===== src/rtl/case_convert_stream_pkg.sv =====
`default_nettype none
// ============================================================================
//  Module      : case_pkg
//  Description : Shared mode encoding, ASCII letter bounds and letter-class
//                helpers for the streaming case converter.
//  Revision    : 1.0  initial release
// ============================================================================
package case_pkg;

    // Per-beat conversion mode as carried on the mode port
    typedef enum logic [1:0] {
        MODE_PASS   = 2'b00,
        MODE_UPPER  = 2'b01,
        MODE_LOWER  = 2'b10,
        MODE_TOGGLE = 2'b11
    } mode_e;

    localparam logic [7:0] UC_LO    = 8'h41;
    localparam logic [7:0] UC_HI    = 8'h5A;
    localparam logic [7:0] LC_LO    = 8'h61;
    localparam logic [7:0] LC_HI    = 8'h7A;
    localparam int         CASE_BIT = 5;

    function automatic logic is_upper(input logic [7:0] b);
        return (b >= UC_LO) && (b <= UC_HI);
    endfunction

    function automatic logic is_lower(input logic [7:0] b);
        return (b >= LC_LO) && (b <= LC_HI);
    endfunction

endpackage
`default_nettype wire


===== src/rtl/case_convert_stream_lane.sv =====
`default_nettype none
// ============================================================================
//  Module      : case_lane
//  Description : Combinational single-byte case converter. Flips the case bit
//                of ASCII letters according to mode; dropped lanes read 0x00.
//  Revision    : 1.0  initial release
// ============================================================================
module case_lane
    import case_pkg::*;
(
    input  logic [7:0] in_byte,
    input  logic [1:0] mode,
    input  logic       keep,
    output logic [7:0] out_byte,
    output logic       changed
);

    logic w_is_up;
    logic w_is_lo;
    logic w_flip;

    assign w_is_up = is_upper(in_byte);
    assign w_is_lo = is_lower(in_byte);

    // Decide whether this byte's case bit flips under the current mode
    always_comb begin
        w_flip = 1'b0;
        case (mode)
            MODE_UPPER:  w_flip = w_is_lo;
            MODE_LOWER:  w_flip = w_is_up;
            MODE_TOGGLE: w_flip = w_is_up | w_is_lo;
            default:     w_flip = 1'b0;
        endcase
    end

    // Build the output byte; lanes without keep are forced to zero
    always_comb begin
        out_byte = 8'h00;
        if (keep) begin
            out_byte           = in_byte;
            out_byte[CASE_BIT] = in_byte[CASE_BIT] ^ w_flip;
        end
    end

    assign changed = keep & w_flip;

endmodule
`default_nettype wire


===== src/rtl/case_convert_stream.sv =====
`default_nettype none
// ============================================================================
//  Module      : case_convert_stream
//  Description : LANES-wide streaming ASCII case converter with valid/ready
//                handshake, one-cycle registered output and a saturating
//                count of changed characters.
//  Revision    : 1.0  initial release
// ============================================================================
module case_convert_stream
    import case_pkg::*;
#(
    parameter int LANES = 4,
    parameter int CNT_W = 16
)
(
    input  logic                 clk,
    input  logic                 rst_n,
    input  logic [1:0]           mode,
    input  logic                 in_valid,
    output logic                 in_ready,
    input  logic [8*LANES-1:0]   in_data,
    input  logic [LANES-1:0]     in_keep,
    output logic                 out_valid,
    input  logic                 out_ready,
    output logic [8*LANES-1:0]   out_data,
    output logic [LANES-1:0]     out_keep,
    input  logic                 clr_count,
    output logic [CNT_W-1:0]     conv_count
);

    localparam int PC_W  = $clog2(LANES + 1);
    // One spare bit so the sum can exceed the counter maximum before clamping
    localparam int SUM_W = ((CNT_W > PC_W) ? CNT_W : PC_W) + 1;
    localparam logic [SUM_W-1:0] C_CNT_MAX = SUM_W'({CNT_W{1'b1}});

    logic [8*LANES-1:0] w_conv_data;
    logic [LANES-1:0]   w_changed;
    logic [PC_W-1:0]    w_pop;
    logic               w_xfer;
    logic [CNT_W-1:0]   w_base;
    logic [SUM_W-1:0]   w_sum;
    logic [CNT_W-1:0]   w_count_next;

    logic               r_valid;
    logic [8*LANES-1:0] r_data;
    logic [LANES-1:0]   r_keep;
    logic [CNT_W-1:0]   r_count;

    generate
        for (genvar g = 0; g < LANES; g++) begin : g_lane
            case_lane u_lane (
                .in_byte  (in_data[8*g +: 8]),
                .mode     (mode),
                .keep     (in_keep[g]),
                .out_byte (w_conv_data[8*g +: 8]),
                .changed  (w_changed[g])
            );
        end
    endgenerate

    // Output slot is free when empty or being drained this cycle
    assign in_ready = !r_valid || out_ready;
    assign w_xfer   = in_valid && in_ready;

    // Count lanes whose byte was actually modified
    always_comb begin
        w_pop = '0;
        for (int i = 0; i < LANES; i++) begin
            w_pop = w_pop + PC_W'(w_changed[i]);
        end
    end

    // Clear takes priority over the old value, then the beat total is added
    always_comb begin
        w_base       = clr_count ? '0 : r_count;
        w_sum        = SUM_W'(w_base) + SUM_W'(w_pop);
        w_count_next = (w_sum > C_CNT_MAX) ? {CNT_W{1'b1}} : w_sum[CNT_W-1:0];
    end

    // Output register: load on input transfer, empty when drained
    always_ff @(posedge clk or negedge rst_n) begin
        if (!rst_n) begin
            r_valid <= 1'b0;
            r_data  <= '0;
            r_keep  <= '0;
        end else if (w_xfer) begin
            r_valid <= 1'b1;
            r_data  <= w_conv_data;
            r_keep  <= in_keep;
        end else if (out_ready) begin
            r_valid <= 1'b0;
        end
    end

    // Saturating changed-character counter with synchronous clear
    always_ff @(posedge clk or negedge rst_n) begin
        if (!rst_n) begin
            r_count <= '0;
        end else if (w_xfer) begin
            r_count <= w_count_next;
        end else if (clr_count) begin
            r_count <= '0;
        end
    end

    assign out_valid  = r_valid;
    assign out_data   = r_data;
    assign out_keep   = r_keep;
    assign conv_count = r_count;

endmodule
`default_nettype wire


===== config.mk =====
export PLATFORM = sky130hd
export DESIGN_NAME = case_convert_stream
export DESIGN_NICKNAME = d
export VERILOG_FILES = /design/src/rtl/case_convert_stream_pkg.sv /design/src/rtl/case_convert_stream_lane.sv /design/src/rtl/case_convert_stream.sv
export SDC_FILE = /design/constraint.sdc
export NUM_CORES = 1
export LEC_CHECK = 0
export CAP_MARGIN = 25
export CELL_PAD_IN_SITES_DETAIL_PLACEMENT = 0
export CELL_PAD_IN_SITES_GLOBAL_PLACEMENT = 1
export CORE_ASPECT_RATIO = 1.2
export CORE_MARGIN = 2
export CORE_UTILIZATION = 35
export CTS_CLUSTER_SIZE = 25
export DETAILED_ROUTE_END_ITERATION = 7
export MAX_ROUTING_LAYER = met4
export PLACE_DENSITY_LB_ADDON = 0.1
export SLEW_MARGIN = 20
export SYNTH_ARGS = -nofsm -noshare
export SYNTH_HDL_FRONTEND = slang
export SYNTH_HIERARCHICAL = 1
export SYNTH_SLANG_ARGS = --single-unit
export TNS_END_PERCENT = 20

===== constraint.sdc =====
create_clock -name clk -period 6.4 [get_ports clk]
set_clock_uncertainty 0.2 [all_clocks]
set_input_delay 1.28 -clock clk [delete_from_list [all_inputs] [get_ports clk]]
set_output_delay 1.28 -clock clk [all_outputs]
set_load 0.02 [all_outputs]

# == Word-level counts from Yosys, hierarchy flattened ==
# Cells that the tools add are included.
# totals
ff_bits,53
in_bits,43
# classes
n_addsub,4
magnitude_cmp,17
n_eq_ne,3
n_mux,13
n_bitwise,12
reduce_logical,12
# ops
operator,n
"greater-or-equal comparator 8 x 7 -> 1 bit, second input constant",8
"less-or-equal comparator 8 x 7 -> 1 bit, second input constant",8
two-way mux 16 bit,3
two-way mux 8 bit,4
adder 16 x 3 -> 17 bit,1
"greater-than comparator 17 x 16 -> 1 bit, second input constant",1
case mux 1 bit (3 select lines),4
logical AND 1 bit,9
AND 1 bit,4
"equality test 2 bit, second input constant",2
bitwise OR 1 bit,4
XOR 1 bit,4
adder 2 x 1 -> 3 bit,1
adder 3 x 1 -> 3 bit,1
adder 1 x 1 -> 2 bit,1
"equality test 2 x 1 -> 1 bit, second input constant",1
two-way mux 1 bit,2
nonzero test 2 bit,1
zero test 1 bit,1
logical OR 1 bit,1

# == Logic depth before layout (Yosys ltp) ==
# logic_depth
word_depth,12
ltp_mapped,14
mapped_depth_nobuf,14

# == Cells and area by module ==
# Netlist, hierarchy kept.
# modules_own_cells
mod,n_inst,cells_each,area_each_um2,seq_area_each_um2
case_convert_stream,1,258,2351.0,1326.3
case_lane,4,17,117.6,0.0

# == Worst setup path before layout ==
# OpenSTA, ideal clock, no wires.
# synth_timing
kind,input to register
startpoint,input port in_data[3]
endpoint,"register r_count[11], in the netlist conv_count[11]"
setup_time_ps,73
arrival_ps,4548
path_slack_ps,1579
path_stages,14
cell_sequence,or4_1 > o2111ai_1 > a31oi_1 > and2_2 > fa_1 > inv_1 > fa_1 > inv_1 > fa_1 > nand4_1 > or4_1 > buf_2 > and4_1 > a21oi_2
# synth_between
elab_chain_cells,12
# synth_rtl
item,line_no,text
start: declaration,case_convert_stream.sv:21,"input logic [8*LANES-1:0] in_data,"
greater-or-equal comparator 8 x 7 -> 1 bit (tied with other cells),case_convert_stream_pkg.sv:25,return (b >= UC_LO) && (b <= UC_HI);
"logical AND 1 bit, on equally long branches","case_convert_stream_pkg.sv:25, case_convert_stream_pkg.sv:29",
bitwise OR 1 bit,case_convert_stream_lane.sv:31,MODE_TOGGLE: w_flip = w_is_up | w_is_lo;
case mux 1 bit (3 select lines) (*),case_convert_stream_lane.sv:28,case (mode)
AND 1 bit (*),case_convert_stream_lane.sv:45,assign changed = keep & w_flip;
named net w_changed[0],case_convert_stream.sv:37,logic [LANES-1:0] w_changed;
adder 1 x 1 -> 2 bit (*),case_convert_stream.sv:69,w_pop = w_pop + PC_W'(w_changed[i]);
adder 2 x 1 -> 3 bit (*),case_convert_stream.sv:69,
adder 3 x 1 -> 3 bit (*),case_convert_stream.sv:69,
adder 16 x 3 -> 17 bit (*),case_convert_stream.sv:76,w_sum = SUM_W'(w_base) + SUM_W'(w_pop);
greater-than comparator 17 x 16 -> 1 bit,case_convert_stream.sv:77,w_count_next = (w_sum > C_CNT_MAX) ? {CNT_W{1'b1}} : w_sum[CNT_W-1:0];
two-way mux 16 bit (*),case_convert_stream.sv:77,
two-way mux 16 bit (*),case_convert_stream.sv:99,end else if (w_xfer) begin
end signal: assignment,case_convert_stream.sv:100,r_count <= w_count_next;
end: declaration,case_convert_stream.sv:47,logic [CNT_W-1:0] r_count;
# Mark *: on every way through the listed nets, which the timed path passes. The rest lies on a longest branch.
# A chain may end at the register's enable or synchronous reset.

# == Worst setup path in the final report ==
# Ends and elaborated chain as after synthesis.

==> PnR_summary.wiki <==
{| class="wikitable"
! Metric !! Value
|-
| Max Transition Viols Final || 0
|-
| Area share of the largest cell type after synthesis || a little under half
|-
| Final HPWL DP || 5200 µm
|-
| Syn-to-layout area delta || 39.6%
|-
| Post-layout minimum cycle time || ~5.2 ns
|-
| Largest net degree at the start of global routing || 54
|-
| Area leader, netlist || dfrtp_1
|-
| Sequential cell area || about 0.0013 mm²
|-
| Maximum vdd ir drop || 0.0000897 V
|-
| Slowest stage delay, CP || 0.66 ns
|-
| Synth Register Bits || 53
|-
| CP startpoint kind || input port
|-
| Overall power || 746 µW
|-
| CP dominant cell by count || fa_1
|-
| Count of hold buffers inserted by post-cts repair || 0
|-
| Vias per Instance || 4.83
|-
| Total buffers and inverters traversed by the critical path || 3
|-
| Footprint of the multi-input gates || ~0.0014 mm²
|-
| Max Cap Violations || 0
|-
| Worst Setup Slack post-DPL || 0.872 ns
|-
| Count of nets after finishing || 467
|-
| Number of warnings printed during yosys synthesis || 6
|-
| Global-route wire length before repair || 11,700 µm
|-
| Max Root-Sink Buffers || 2
|-
| Met3 Track Usage GR || around 2.4%
|-
| Fill cell instance count of the final layout || 782
|-
| Number of instances in the synthesized netlist || 326
|-
| Critical path data arrival time || approximately 5.2 ns
|-
| Outcome || complete, no violations
|-
| Worst-skew pair later-pin latency || 0.30 ns
|-
| Aggregate global routing overflow || 0
|-
| Routed wire length || 7190 µm
|-
| TritonCTS clock tree || built
|-
| Wire length per cell after detailed routing || 14.1 µm
|-
| Top post-synthesis cells by count || nand2_1, dfrtp_1, and2_1, clkbuf_1, inv_1
|-
| Worst min-delay path category || reg2reg
|-
| Cells along the critical path || clkdlybuf4s50_1, or4_1, o2111ai_1, a31oi_1, and2_2, fa_1, inv_1, fa_1, inv_1, fa_1, nand4_1, or4_1, and4_1, a21oi_2
|-
| CTS H-tree depth || 2
|-
| Number of flops mapped to enable cells by yosys || 0
|-
| Vias in the first global route || 2,463
|-
| Post-route clock period utilization || 81.1%
|-
| Global-route met1 utilization || between 20% and 30%
|-
| Count of cell types in the netlist || 41
|-
| Post-Synthesis Mean Instance Area || slightly below 9 µm²
|-
| Data required time of the critical path || around 6.4 ns
|-
| Core region area || just under 0.008 mm²
|-
| Most frequent cell after synthesis || nand2_1
|-
| Setup WS post-layout || 1.21 ns
|-
| Drc violations || 0
|-
| Final setup violating endpoints || 0
|-
| Post-Syn Area || approximately 0.0028 mm²
|-
| I/O pin total || 97
|-
| Met2 usage in global routing || 29.5%
|-
| Lkg Pwr || 1.82 nW
|-
| Max Freq || 193 MHz
|-
| Largest delay share family, worst path || simple AND/OR/NAND/NOR gates
|-
| CP Class || in2reg
|-
| Critical path's slowest cell || or4_1
|-
| Critical-path maximum fanout || 8
|-
| Antenna violation net count after detailed routing || 0
|-
| Setup repair after global routing missed its margin || false
|-
| Summed negative setup slack over all endpoints || 0 ns
|-
| Register area share after synthesis || 47.0%
|-
| Initial antenna violation count || 0
|-
| TritonCTS sink count || 53
|-
| Critical path endpoint category || flop
|-
| Async S/R FF share, synth || 100%
|-
| Full die area || slightly below 0.009 mm²
|-
| Effective utilization at floorplan || a little over a third
|-
| DR iter-0 viols || 75
|-
| Layout cells sized above 1 || 5.97%
|-
| Most frequently used flop master after synthesis || dfrtp_1
|-
| Antenna diode instance count || 0
|-
| DR pass1 iterations || 4
|-
| Top area cells in the synthesized netlist || dfrtp_1, nand2_1, and2_1
|-
| Power per cell area || between 150 and 200 mW/mm²
|-
| Clk slew on worst S/H paths || 0.09 ns
|-
| Final core utilization || 50.8%
|-
| Global routing's busiest layer || met2
|-
| Final Wtd Congestion || between 0.8 and 0.9
|-
| Quantity of I/O buffers inserted on ports || 96
|-
| Rel. slew slack || ~53%
|-
| Gates resized, CTS repair || 0
|-
| Worst Tran Pin Value || 0.700 ns
|-
| Number of cell rows || 35
|-
| Post-CTS setup-driven buffer insertion count || 0
|-
| Final Hold Fails || 0
|-
| Cts bufs inserted || 5
|-
| Worst Hold Margin || 0.276 ns
|-
| Post-synthesis net count || approximately 370
|-
| Die height || roughly 100 µm
|-
| Die width || 86.0 µm
|-
| Routed via count || ~2,500
|-
| Clk root buf || clkbuf_8
|-
| Total track usage || about 17%
|}
==> area by class of cell <==
type	instances	share of cell area, %
clock buffers	5	1.75
flip-flops and latches	53	33.7
repair buffers	99	24.8
inverters	9	0.858
well taps	92	2.92
clock inverters	1	0.127
multi-input cells	252	35.8
==> cells in the final DEF, fill, tap and decap left out, drive strengths merged, types with 5 or more instances in the layout <==
cell type / Yosys / final
xnor2: 5 / 5
and2: 34 / 34
clkdlybuf4s50: 0 / 95
clkbuf: 9 / 5
inv: 9 / 9
a21o: 5 / 5
o2111ai: 5 / 5
o21ai: 7 / 7
a31oi: 6 / 6
nor2: 6 / 6
nand2b: 8 / 8
mux2i: 5 / 5
or4: 5 / 5
nand2: 121 / 121
dfrtp: 53 / 53
==> stage by stage <==
| stage | cells | cell area, µm² |
|---|---|---|
| 6_report | 511 | 3940 |
| 5_1_grt | 511 | 3940 |
| 2_1_floorplan | 326 | 2820 |
| 3_5_place_dp | 505 | 3860 |
| 3_3_place_gp | 505 | 3860 |
| 4_1_cts | 511 | 3940 |
==> state kept, by name, summed over array words and instances (netlist names) <==
register / cells
out_data: 32
out_valid: 1
conv_count: 16
out_keep: 4
==> power by group <==
| part | switching [mW] | internal [mW] |
|---|---|---|
| logic | 0.0991 | 0.0944 |
| registers | 0.0147 | 0.362 |
| clock network | 0.104 | 0.0723 |
==> final timing paths <==
| kind | depth (start not counted) | start | slack (ns) | end |
|---|---|---|---|---|
| min in group asynchronous | 2 | rst_n | 0.90 | conv_count[7]$_DFF_PN0_ |
| setup reg to reg | 8 | conv_count[0]$_DFF_PN0_ | 3.81 | conv_count[11]$_DFF_PN0_ |
| max in group asynchronous | 2 | rst_n | 4.65 | out_keep[2]$_DFFE_PN0P_ |
| setup / recovery | 14 | in_data[3] | 1.21 | conv_count[11]$_DFF_PN0_ |
| hold reg to reg | 2 | out_data[0]$_DFFE_PN0P_ | 0.28 | out_data[0]$_DFFE_PN0P_ |
| hold / removal | 2 | out_data[0]$_DFFE_PN0P_ | 0.28 | out_data[0]$_DFFE_PN0P_ |
==> metal layers <==
metal / vias to the layer above / wire [µm] / part of all wire, %
met5: - / 0 / 0
met4: 0 / 120 / 1.7
met3: 9 / 240 / 3.3
met2: 59 / 3570 / 50
met1: 1149 / 3260 / 45
li1: 1250 / - / -
==> cells by family after synthesis <==
group | count (synthesis) | share of synthesized area [%]
AND/OR/NAND/NOR | 200 | 34.2
buffers and inverters | 21 | 2.97
XOR/XNOR | 7 | 2.17
AO/OA/AOI/OAI | 32 | 7.72
flip-flops | 53 | 47.0
multiplexers | 9 | 3.37
adder cells (fa/ha/maj) | 4 | 2.57
==> worst min-delay path, cell delays in order (launching register included) <==
cell	delay, ns
dfrtp_1	0.35
nand2_1	0.05
nand2_1	0.05
(Power assumes the default switching activity.)
